[src/rtl/ser2par_pkg.sv]
// Shared helpers for the serial-to-parallel packer: counter sizing and beat-to-lane mapping.
package ser2par_pkg;

  // Counter must hold 0..n inclusive.
  function automatic int unsigned cnt_w(input int unsigned n);
    return $clog2(n + 1);
  endfunction

  function automatic int unsigned lane_idx(input int unsigned k, input int unsigned num,
                                           input bit first_msb);
    return first_msb ? (num - 1 - k) : k;
  endfunction

endpackage

[src/rtl/s2p_out_slot.sv]
// Registered valid/ready holding stage; payload is frozen while valid and not accepted.
module s2p_out_slot #(
  parameter int unsigned WIDTH = 1
) (
  input  logic             clk,
  input  logic             rst_n,
  input  logic             clear,
  input  logic             in_valid,
  output logic             in_ready,
  input  logic [WIDTH-1:0] in_data,
  output logic             out_valid,
  input  logic             out_ready,
  output logic [WIDTH-1:0] out_data
);

  logic             valid_q, valid_d;
  logic [WIDTH-1:0] data_q, data_d;

  assign in_ready  = !valid_q || out_ready;
  assign out_valid = valid_q;
  assign out_data  = data_q;

  always_comb begin
    valid_d = valid_q;
    data_d  = data_q;
    if (clear) begin
      valid_d = 1'b0;
      data_d  = '0;
    end else if (in_ready) begin
      valid_d = in_valid;
      if (in_valid) data_d = in_data;
    end
  end

  always_ff @(posedge clk or negedge rst_n) begin
    if (!rst_n) begin
      valid_q <= 1'b0;
      data_q  <= '0;
    end else begin
      valid_q <= valid_d;
      data_q  <= data_d;
    end
  end

endmodule

[src/rtl/ser2par_stream.sv]
// Packs IN_NUM beats into one word with in_last flush, lane keep mask and selectable lane order.
module ser2par_stream
  import ser2par_pkg::*;
#(
  parameter int unsigned IN_WIDTH  = 8,
  parameter int unsigned IN_NUM    = 4,
  parameter int unsigned OUT_WIDTH = IN_NUM * IN_WIDTH,
  parameter int unsigned FIRST_MSB = 1,
  parameter int unsigned CNT_W     = cnt_w(IN_NUM)
) (
  input  logic                 clk,
  input  logic                 rst_n,
  input  logic                 clear,
  input  logic                 in_valid,
  output logic                 in_ready,
  input  logic [IN_WIDTH-1:0]  in_data,
  input  logic                 in_last,
  output logic                 out_valid,
  input  logic                 out_ready,
  output logic [OUT_WIDTH-1:0] out_data,
  output logic [IN_NUM-1:0]    out_keep,
  output logic                 out_last
);

  localparam int unsigned SlotW = OUT_WIDTH + IN_NUM + 1;

  logic [OUT_WIDTH-1:0] acc_data_q, acc_data_d;
  logic [IN_NUM-1:0]    acc_keep_q, acc_keep_d;
  logic [CNT_W-1:0]     cnt_q, cnt_d;
  logic                 acc_last_q, acc_last_d;
  logic                 acc_full_q, acc_full_d;

  logic [CNT_W-1:0]     lane;
  logic [OUT_WIDTH-1:0] beat_data;
  logic [IN_NUM-1:0]    beat_keep;
  logic                 accept, complete, slot_free, load_valid;
  logic [SlotW-1:0]     load_word, slot_word;

  assign in_ready = !acc_full_q;
  assign accept   = in_valid && in_ready;
  assign complete = accept && ((cnt_q == CNT_W'(IN_NUM - 1)) || in_last);

  // Accumulator contents with the current beat merged in.
  always_comb begin
    lane      = CNT_W'(lane_idx(32'(cnt_q), IN_NUM, FIRST_MSB != 0));
    beat_data = acc_data_q;
    beat_keep = acc_keep_q;
    for (int i = 0; i < IN_NUM; i++) begin
      if (lane == CNT_W'(i)) begin
        beat_data[i*IN_WIDTH +: IN_WIDTH] = in_data;
        beat_keep[i]                      = 1'b1;
      end
    end
  end

  // A parked full word takes precedence; it and a new beat are mutually exclusive.
  assign load_valid = acc_full_q || complete;
  assign load_word  = acc_full_q ? {acc_last_q, acc_keep_q, acc_data_q}
                                 : {in_last, beat_keep, beat_data};

  always_comb begin
    acc_data_d = acc_data_q;
    acc_keep_d = acc_keep_q;
    cnt_d      = cnt_q;
    acc_last_d = acc_last_q;
    acc_full_d = acc_full_q;
    if (clear) begin
      acc_data_d = '0;
      acc_keep_d = '0;
      cnt_d      = '0;
      acc_last_d = 1'b0;
      acc_full_d = 1'b0;
    end else if (acc_full_q) begin
      if (slot_free) begin
        acc_data_d = '0;
        acc_keep_d = '0;
        cnt_d      = '0;
        acc_last_d = 1'b0;
        acc_full_d = 1'b0;
      end
    end else if (accept) begin
      if (complete && slot_free) begin
        acc_data_d = '0;
        acc_keep_d = '0;
        cnt_d      = '0;
        acc_last_d = 1'b0;
      end else if (complete) begin
        acc_data_d = beat_data;
        acc_keep_d = beat_keep;
        acc_last_d = in_last;
        acc_full_d = 1'b1;
      end else begin
        acc_data_d = beat_data;
        acc_keep_d = beat_keep;
        cnt_d      = cnt_q + CNT_W'(1);
      end
    end
  end

  always_ff @(posedge clk or negedge rst_n) begin
    if (!rst_n) begin
      acc_data_q <= '0;
      acc_keep_q <= '0;
      cnt_q      <= '0;
      acc_last_q <= 1'b0;
      acc_full_q <= 1'b0;
    end else begin
      acc_data_q <= acc_data_d;
      acc_keep_q <= acc_keep_d;
      cnt_q      <= cnt_d;
      acc_last_q <= acc_last_d;
      acc_full_q <= acc_full_d;
    end
  end

  s2p_out_slot #(
    .WIDTH(SlotW)
  ) u_out_slot (
    .clk      (clk),
    .rst_n    (rst_n),
    .clear    (clear),
    .in_valid (load_valid),
    .in_ready (slot_free),
    .in_data  (load_word),
    .out_valid(out_valid),
    .out_ready(out_ready),
    .out_data (slot_word)
  );

  assign out_data = slot_word[OUT_WIDTH-1:0];
  assign out_keep = slot_word[OUT_WIDTH +: IN_NUM];
  assign out_last = slot_word[SlotW-1];

endmodule

[config.mk]
export PLATFORM = sky130hd
export DESIGN_NAME = ser2par_stream
export DESIGN_NICKNAME = d
export VERILOG_FILES = /design/src/rtl/ser2par_pkg.sv /design/src/rtl/s2p_out_slot.sv /design/src/rtl/ser2par_stream.sv
export SDC_FILE = /design/constraint.sdc
export NUM_CORES = 1
export LEC_CHECK = 0
export CAP_MARGIN = 15
export CORE_MARGIN = 2
export CORE_UTILIZATION = 59
export DETAILED_ROUTE_END_ITERATION = 16
export PLACE_DENSITY = 0.87
export SYNTH_ARGS = -nofsm -noshare
export SYNTH_HDL_FRONTEND = slang
export SYNTH_HIERARCHICAL = 1
export SYNTH_SLANG_ARGS = --single-unit
[constraint.sdc]
create_clock -name clk -period 5.5 [get_ports clk]
set_clock_uncertainty 0.15 [all_clocks]
set_input_delay 1.375 -clock clk [delete_from_list [all_inputs] [get_ports clk]]
set_output_delay 1.375 -clock clk [all_outputs]
set_load 0.005 [all_outputs]
==> impl_summary.md, run 1 <==
Min path
The endpoint of the worst hold path is acc_keep_q[2]. The worst hold path stage count is 2. In this run the most critical hold path is launched from acc_keep_q[2]. In this run the worst hold path is classified as register to register.

Global route
The number of antenna violations at the first check in global routing was 0. The first-pass GRT wire length is 14000 µm. The maximum number of pins on one net before global-route repair is just over 80. The all-layer global routing usage is between 20 and 25%. The via count of the first global-routing pass is 2796. The sum of overflow across all layers after global routing is 0.

Worst setup path
The worst register-to-register path ends at acc_data_q[22]. The startpoint identified for the worst register-to-register timing path is u_out_slot/out_valid. Walking the worst path, the cells encountered are clkdlybuf4s50_1, nand2b_4, and4b_1, a2111o_4, nor2b_2, a22o_1. The register-to-register setup slack is ~2.8 ns. The critical path starts at out_ready. The kind of end point of the critical path is a register.

The gate family responsible for the most delay along the worst path is simple AND/OR/NAND/NOR gates. For the worst setup path, the data arrival time is 3.92 ns. For the worst setup path, the data required time is around 5.6 ns. The critical path's slowest cell is sky130_fd_sc_hd__a2111o_4. The largest stage delay on the critical path is between 0.5 and 0.6 ns. The worst register-to-register path has a depth of 5. The highest fanout seen on the critical path is a little over 80. The worst setup path is of the input pin to register kind. The number of buffers and inverters on the critical path is 1. The type of element launching the critical path is an input pin.

Die
The floorplan has 30 rows. The height of the die is around 86 µm. The die width is 86.3 µm.

The die outline area is 7450 µm². The starting utilization of the core area is 59.9%. The floorplan step defined a core boundary enclosing around 6700 µm². 53 I/O pins were placed.

Clocking
The number of buffers inserted by post-CTS setup repair is 0. The CTS tree is done. The count of hold-fix buffers inserted at cts is 0. The clock insertion delay at the later pin of the skew report is 0.35 ns. The number of sinks handled by clock tree synthesis is 79. The buffer depth of the longest clock path is 2.

After clock tree synthesis, the clock-pin slew on the worst setup and hold paths is 0.08 ns. The number of CTS-inserted buffers is 9. The cell sitting at the root of the clock tree is a sky130_fd_sc_hd__clkbuf_8. The H-tree was split into 3 levels. In this run, post-CTS repair resized a total of 0 instances.

Pwr
The maximum vdd drop is 0.000144 V. Power spread over the standard cell area amounts to between 200 and 250 nW/µm². For this design the static power due to leakage is between 2 and 2.5 nW.

Detailed routing
The pre-antenna-repair detailed-routing pass consisted of 4 iterations. The average vias per placed instance is a little over 6. The number of violations reported at the end of detailed-routing iteration 0 is between 200 and 250. The via total after detailed routing is 2892. In the final routed layout, each cell accounts on average for 17.9 µm. For this block, the routed nets add up to 8460 µm of wire. Once detail routing completed, the nets flagged for antenna violations numbered 0. The post-detailed-route DRC marker count is 0.

Layout
The post-route netlist has between 20% and 30% of its cells at a drive strength greater than 1. For this run, the number of standard cells in the final layout without fillers is between 400 and 500. The area added between synthesis and finish is 16.6%. The repair_antennas step left the layout with diodes totalling 0. In the final design database the tool counted between 400 and 500 nets.

Timing
Based on the critical path, the design can be clocked at up to 0.264 GHz. The final count of negative-setup-slack endpoints is 0. Of the available clock period, the critical path in the final layout requires slightly below 70%.

After layout, the minimum clock period comes to about 3.8 ns. Adding up every negative setup slack in the final design gives 0 ns. Headroom to the max-slew limit came out at roughly a third. The final max-slew violation count is 0. In the post-route analysis, the smallest setup slack over all paths is 1.71 ns. The actual slew at the worst max-slew pin is slightly below 1 ns.

The number of hold violations in the final report was 0. Setup repair after global routing left no endpoint under its margin.

Yosys
The Yosys step of the flow raised 6 warnings. Summed over all instances, the cell type with the most area after synthesis is sky130_fd_sc_hd__dfrtp_1. The synthesized net count is 369. The number of distinct library cell variants in the gate-level netlist after synthesis is 33.

The top cell type by area accounts for 49.4% of the synthesized area. The cell count after synthesis came out at 350. After synthesis, flip-flops and latches occupy 49.4% of the total area. The number of synthesized register bits is a little under 80. After synthesis, the cell types taking the most area are sky130_fd_sc_hd__dfrtp_1 49%, sky130_fd_sc_hd__a21bo_2 9.0%, sky130_fd_sc_hd__mux2_2 9.0%. The post-synthesis area per instance is approximately 11 µm².

After synthesis the cells add up to roughly 4000 µm².

Outcome
The flow ran to the end, and the final reports show no timing, DRC or antenna violations.

Placement
The worst setup slack after placement is about 1.4 ns. Buffers placed on the I/O ports in this run total 52. The placed cell count is ~460. Detailed placement ended at an HPWL of between 5000 and 6000 µm. The final estimated routing congestion in global placement is between 0.8 and 0.9.

Job
The reported max-cap violation count is 0.
cell usage after synthesis:
library cell                n
sky130_fd_sc_hd__o21ai_0    4
sky130_fd_sc_hd__a21oi_1   44
sky130_fd_sc_hd__nand2_1    5
sky130_fd_sc_hd__mux2_2    32
sky130_fd_sc_hd__ha_1       5
sky130_fd_sc_hd__o31ai_1    2
sky130_fd_sc_hd__and2b_2    3
sky130_fd_sc_hd__clkbuf_1   9
sky130_fd_sc_hd__and4b_1    1
sky130_fd_sc_hd__nand3_1   41
sky130_fd_sc_hd__nor2b_2    2
sky130_fd_sc_hd__a21bo_2   36
sky130_fd_sc_hd__and3_1     2
sky130_fd_sc_hd__a22o_1    32
sky130_fd_sc_hd__nand2b_1   3
sky130_fd_sc_hd__nor2_1     7
sky130_fd_sc_hd__a41oi_1    1
sky130_fd_sc_hd__buf_2     12
sky130_fd_sc_hd__and3b_2    1
sky130_fd_sc_hd__o21a_1     1
sky130_fd_sc_hd__a211oi_1   1
sky130_fd_sc_hd__buf_1      2
sky130_fd_sc_hd__dfrtp_1   79
sky130_fd_sc_hd__a2111o_4   1
sky130_fd_sc_hd__buf_6      4
sky130_fd_sc_hd__inv_1      7
sky130_fd_sc_hd__o21ai_4    4
sky130_fd_sc_hd__or3_1      1
sky130_fd_sc_hd__nand2b_4   1
sky130_fd_sc_hd__nor2_4     2
sky130_fd_sc_hd__a21bo_1    1
sky130_fd_sc_hd__clkinv_1   1
sky130_fd_sc_hd__or2_2      3
cell families after synthesis:
group                      count (synthesis)  share of synthesized area, %
muxes                                     32                          9.01
adders and majority gates                  5                          1.56
buffers and inverters                     35                          4.41
DFF                                       79                          49.4
and+or+nand+nor                           72                          10.2
AOI/OAI and AO/OA                        127                          25.4
per-layer routing:
layer | vias to the layer above | track usage [%] | routed length (µm)
li1 | 1354 | - | -
met1 | 1443 | 33.0 | 3720
met2 | 83 | 38.3 | 4210
met3 | 12 | 4.57 | 347
met4 | 0 | 8.95 | 184
met5 | - | 0 | 0
flip-flops by register name, summed over array words and instances, names as in the netlist:
register and count:
acc_keep_q 4, acc_full_q 1, acc_data_q 32, acc_last_q 1, cnt_q 3, u_out_slot/out_data 37
u_out_slot/out_valid 1
worst min-delay path, cell delays in order (launching register included):
cell and delay (ns):
sky130_fd_sc_hd__dfrtp_1 0.35, sky130_fd_sc_hd__a21oi_1 0.04, sky130_fd_sc_hd__nor2_1 0.07
cells in the final DEF (no fill, tap or decap), types with 4 or more instances in the layout:
cell type	count
sky130_fd_sc_hd__a22o_1	32
sky130_fd_sc_hd__clkdlybuf4s50_1	51
sky130_fd_sc_hd__mux2_2	32
sky130_fd_sc_hd__inv_1	7
sky130_fd_sc_hd__dfrtp_1	79
sky130_fd_sc_hd__a21oi_1	44
sky130_fd_sc_hd__ha_1	5
sky130_fd_sc_hd__nand2_1	4
sky130_fd_sc_hd__o21ai_0	4
sky130_fd_sc_hd__nor2_1	7
sky130_fd_sc_hd__a21bo_2	36
sky130_fd_sc_hd__o21ai_4	4
sky130_fd_sc_hd__clkbuf_8	10
sky130_fd_sc_hd__nand3_1	41
final cells by class:
cell class	count	area (µm²)
inverters	8	30.0
clock inverters	5	31.3
repair buffers	54	533
well taps	80	100
flip-flops and latches	79	1980
clock buffers	11	141
multi-input cells	236	1850
fillers	516	2020
worst max path at each step:
stage               slack [ns]        endpoint  cells after the start
floorplan                 2.28  acc_data_q[10]                      8
global placement          1.46  acc_data_q[21]                      6
detailed placement        1.38  acc_data_q[13]                      6
CTS                       1.73  acc_data_q[22]                      6
global route              1.60  acc_data_q[22]                      6
finish                    1.71  acc_data_q[22]                      6
stage by stage:
step           power [mW]  area (µm²)  hold WS [ns]  util, %
6_report             1.11        4660         0.344     69.8
5_1_grt              1.16        4660         0.363     69.8
4_1_cts              1.12        4660         0.346     69.8
3_5_place_dp        0.734        4490         0.327     67.2
3_3_place_gp        0.730        4490         0.320     67.2
2_1_floorplan       0.681        4000         0.304        -
power breakdown:
part / total [mW] / leakage [nW] / internal, mW / switching [mW]
Combinational: 0.124 / 0.871 / 0.0497 / 0.0743
Clock: 0.389 / 0.0895 / 0.176 / 0.213
Sequential: 0.598 / 1.09 / 0.591 / 0.00680
Power figures use the tool's default switching activity.
==> run 2: changes to the inputs <==
CORE_UTILIZATION = 50   (was 59)
PLACE_DENSITY = 0.78   (was 0.87)
clock period = 3 ns   (was 5.5 ns; I/O delays follow)
==> impl_summary.md, run 2 (synthesis results as in run 1) <==
Detailed routing
The average detailed-routed wire length per instance is 17.3 µm (-3.1%). The sum of routed wire length over all layers was 8650 µm (+2.2%). The number of violations reported at the end of detailed-routing iteration 0 is 160 (-23%). The post-detailed-route DRC marker count is 0 (unchanged). The iteration count of the initial detailed-routing pass is 4 (unchanged).

The via total after detailed routing was 2868 (-0.83%). The antenna violation net count after detailed routing is 0 (unchanged). The average vias per placed instance was 5.75 (-6.0%).

Layout
In the layout the commonest cells are 79 x sky130_fd_sc_hd__dfrtp_1, 51 x sky130_fd_sc_hd__clkdlybuf4s50_1, 44 x sky130_fd_sc_hd__a21oi_1, 41 x sky130_fd_sc_hd__nand3_1, 36 x sky130_fd_sc_hd__a21bo_2. Compared with the post-synthesis result, the final layout area differs by 19.6%. The most frequent standard cell in the layout excluding fill and tap cells is sky130_fd_sc_hd__dfrtp_1. The final net count came to 411 (+0.98%). The flip-flop count of the largest register, all copies and words added is 37 (unchanged). The share of post-route cells with drive strength above 1 is 27.5% (+0.99 points). The antenna diode instance count is 0 (unchanged).

The number of filler instances in the final layout was 608 (+18%). The sequential cell area in the final layout is 1980 µm² (unchanged). The area taken by multi-input logic gates is 1850 µm² (unchanged).

Placement
The estimated wirelength of the detail-placed design was 5520 µm (+3.6%). The final estimated routing congestion in global placement is 0.853 (-4.7%). The port buffer count came to 52 (unchanged).

The worst setup slack after placement is 0.117 ns (-1.26 ns).

Worst setup path
The data arrival time of the worst path is 1.69 ns (-2.23 ns). The path depth of the worst reg2reg path is 7 (+2). The worst flop-to-flop path endpoint is u_out_slot/out_data[25]. The worst setup path is captured at an output port. The data required time at the worst endpoint was 2.10 ns (-3.53 ns). The type of element launching the critical path is a register. The register-to-register setup slack is 0.68 ns (-2.11 ns). The highest fanout seen on the critical path is 8 (-90%). The worst register-to-register path begins at cnt_q[0]. The worst setup path category is register to output port.

Global route
The sum of overflow across all layers after global routing was 0 (unchanged). The met2 usage was 31.7% (-6.5 points). The maximum number of pins on one net before global-route repair was 80 (-3.6%). The via count of the first global-routing pass is 2815 (+0.68%). The met1 global-route usage is 30.8% (-2.3 points). The number of antenna violations at the first check in global routing is 0 (unchanged).

The first-pass GRT wire length is 14400 µm (+2.7%). The fraction of met3 tracks used by global routing is 5.40% (+0.83 points). The layer flagged by global routing as most heavily used is met2. The all-layer global routing usage was 21.4% (-2.6 points).

Pwr
The power density normalized to cell area came to 457 nW/µm² (+92%). The maximum vdd drop is 0.000224 V (+55%). The cell leakage power came to 2.10 nW (+2.0%).

Die
The height of the die is 93.4 µm (+8.2%). The number of standard-cell rows in the floorplan is 32 (+6.7%). The floorplan core area came to 7730 µm² (+16%). The I/O pin count is 53 (unchanged).

The die width came to 93.4 µm (+8.2%). The starting utilization of the core area was 51.7% (-8.1 points). The die outline area is 8730 µm² (+17%).

Clocking
The buffer depth of the longest clock path came to 2 (unchanged). The clock transition at the registers of the reported paths is 0.09 ns (about the same). The count of hold-fix buffers inserted at cts is 0 (unchanged). The CTS tree is done. The number of buffers inserted by post-CTS setup repair is 0 (unchanged). CTS placed an instance of sky130_fd_sc_hd__clkbuf_8 at the clock tree root.

The post-cts resize count is 0 (unchanged). The number of H-tree branching levels is 3 (unchanged). The clock insertion delay at the later pin of the skew report is 0.36 ns (about the same).

The number of sinks handled by clock tree synthesis was 79 (unchanged). The number of CTS-inserted buffers is 9 (unchanged).

Timing
The post-layout minimum cycle time is 2.59 ns. The share of the clock period used by the worst path after layout is ~86%. The number of hold violations in the final report was 0 (unchanged). The timing-limited maximum frequency is approximately 0.39 GHz. The actual slew at the worst max-slew pin came to 0.981 ns (-0.00927 ns). The final count of negative-setup-slack endpoints is 0 (unchanged). The final max-slew violation count is 0 (unchanged).

Setup repair after global routing left no endpoint under its margin. The remaining max-slew budget at the tightest pin was 34.6% (+0.62 points). The worst hold slack after final layout is 0.353 ns (+0.00960 ns). The setup slack of the critical path after layout was 0.410 ns (-1.30 ns).

The post-route setup TNS is 0 ns (unchanged).

Outcome
The run finished with clean final reports.

Job
The reported max-cap violation count is 0 (unchanged).

Min path
The worst hold path stage count came to 1 (-1). The worst min-delay path startpoint is acc_data_q[22]. The class of the tightest hold or removal check is register to register. For hold timing, the worst endpoint is acc_data_q[22].
[run 2: changes by cell type in the layout (fill, tap and decap cells not counted), sizes merged]
cell,before,now
clkbuf,11,10
bufinv,0,1
buf,3,7
inv,8,10
clkinv,4,2
[run 2: power by group]
| part | internal, mW | total, mW | switching, mW |
|---|---|---|---|
| sequential | 1.08 | 1.10 | 0.0130 |
| combinational | 0.0980 | 0.236 | 0.138 |
| clock | 0.420 | 0.854 | 0.434 |
[run 2: cell type report]
| type | count | area share, % |
|---|---|---|
| timing repair buffer | 58 | 12.3 |
| clock inverter | 6 | 1.57 |
| multi-input combinational | 236 | 38.6 |
| inverter | 8 | 0.628 |
| clock buffer | 10 | 2.88 |
| sequential | 79 | 41.3 |
| tap | 102 | 2.67 |
[run 2: worst max-delay path by stage]
stage                                end  slack (ns)  depth (start not counted)  startpoint
final                           in_ready        0.41                          2  acc_full_q
after global routing            in_ready        0.37                          2  acc_full_q
after CTS                       in_ready        0.44                          2  acc_full_q
after detailed placement  acc_data_q[18]        0.12                          7   out_ready
after global placement    acc_data_q[22]        0.15                          7   out_ready
after floorplan           acc_data_q[10]        0.41                          8   out_ready
[run 2: metrics by stage]
step | area [µm²] | util [%] | instances | power, mW
finish | 4780 | 61.9 | 499 | 2.19
floorplan | 4000 | - | 350 | 1.25
CTS | 4780 | 61.9 | 499 | 2.20
global route | 4780 | 61.9 | 499 | 2.28
detailed placement | 4570 | 59.1 | 483 | 1.36
global placement | 4570 | 59.1 | 483 | 1.35
[run 2: critical path, stage by stage (launching register included)]
cell and delay, ns:
sky130_fd_sc_hd__dfrtp_1 0.48, sky130_fd_sc_hd__clkinv_1 0.31, sky130_fd_sc_hd__clkdlybuf4s50_1 0.54
[run 2: per-layer routing]
layer | vias to the layer above | share of wire [%]
met2 | 70 | 47
met1 | 1434 | 46
li1 | 1354 | -
met5 | - | 0
met4 | 0 | 1.2
met3 | 10 | 6.0
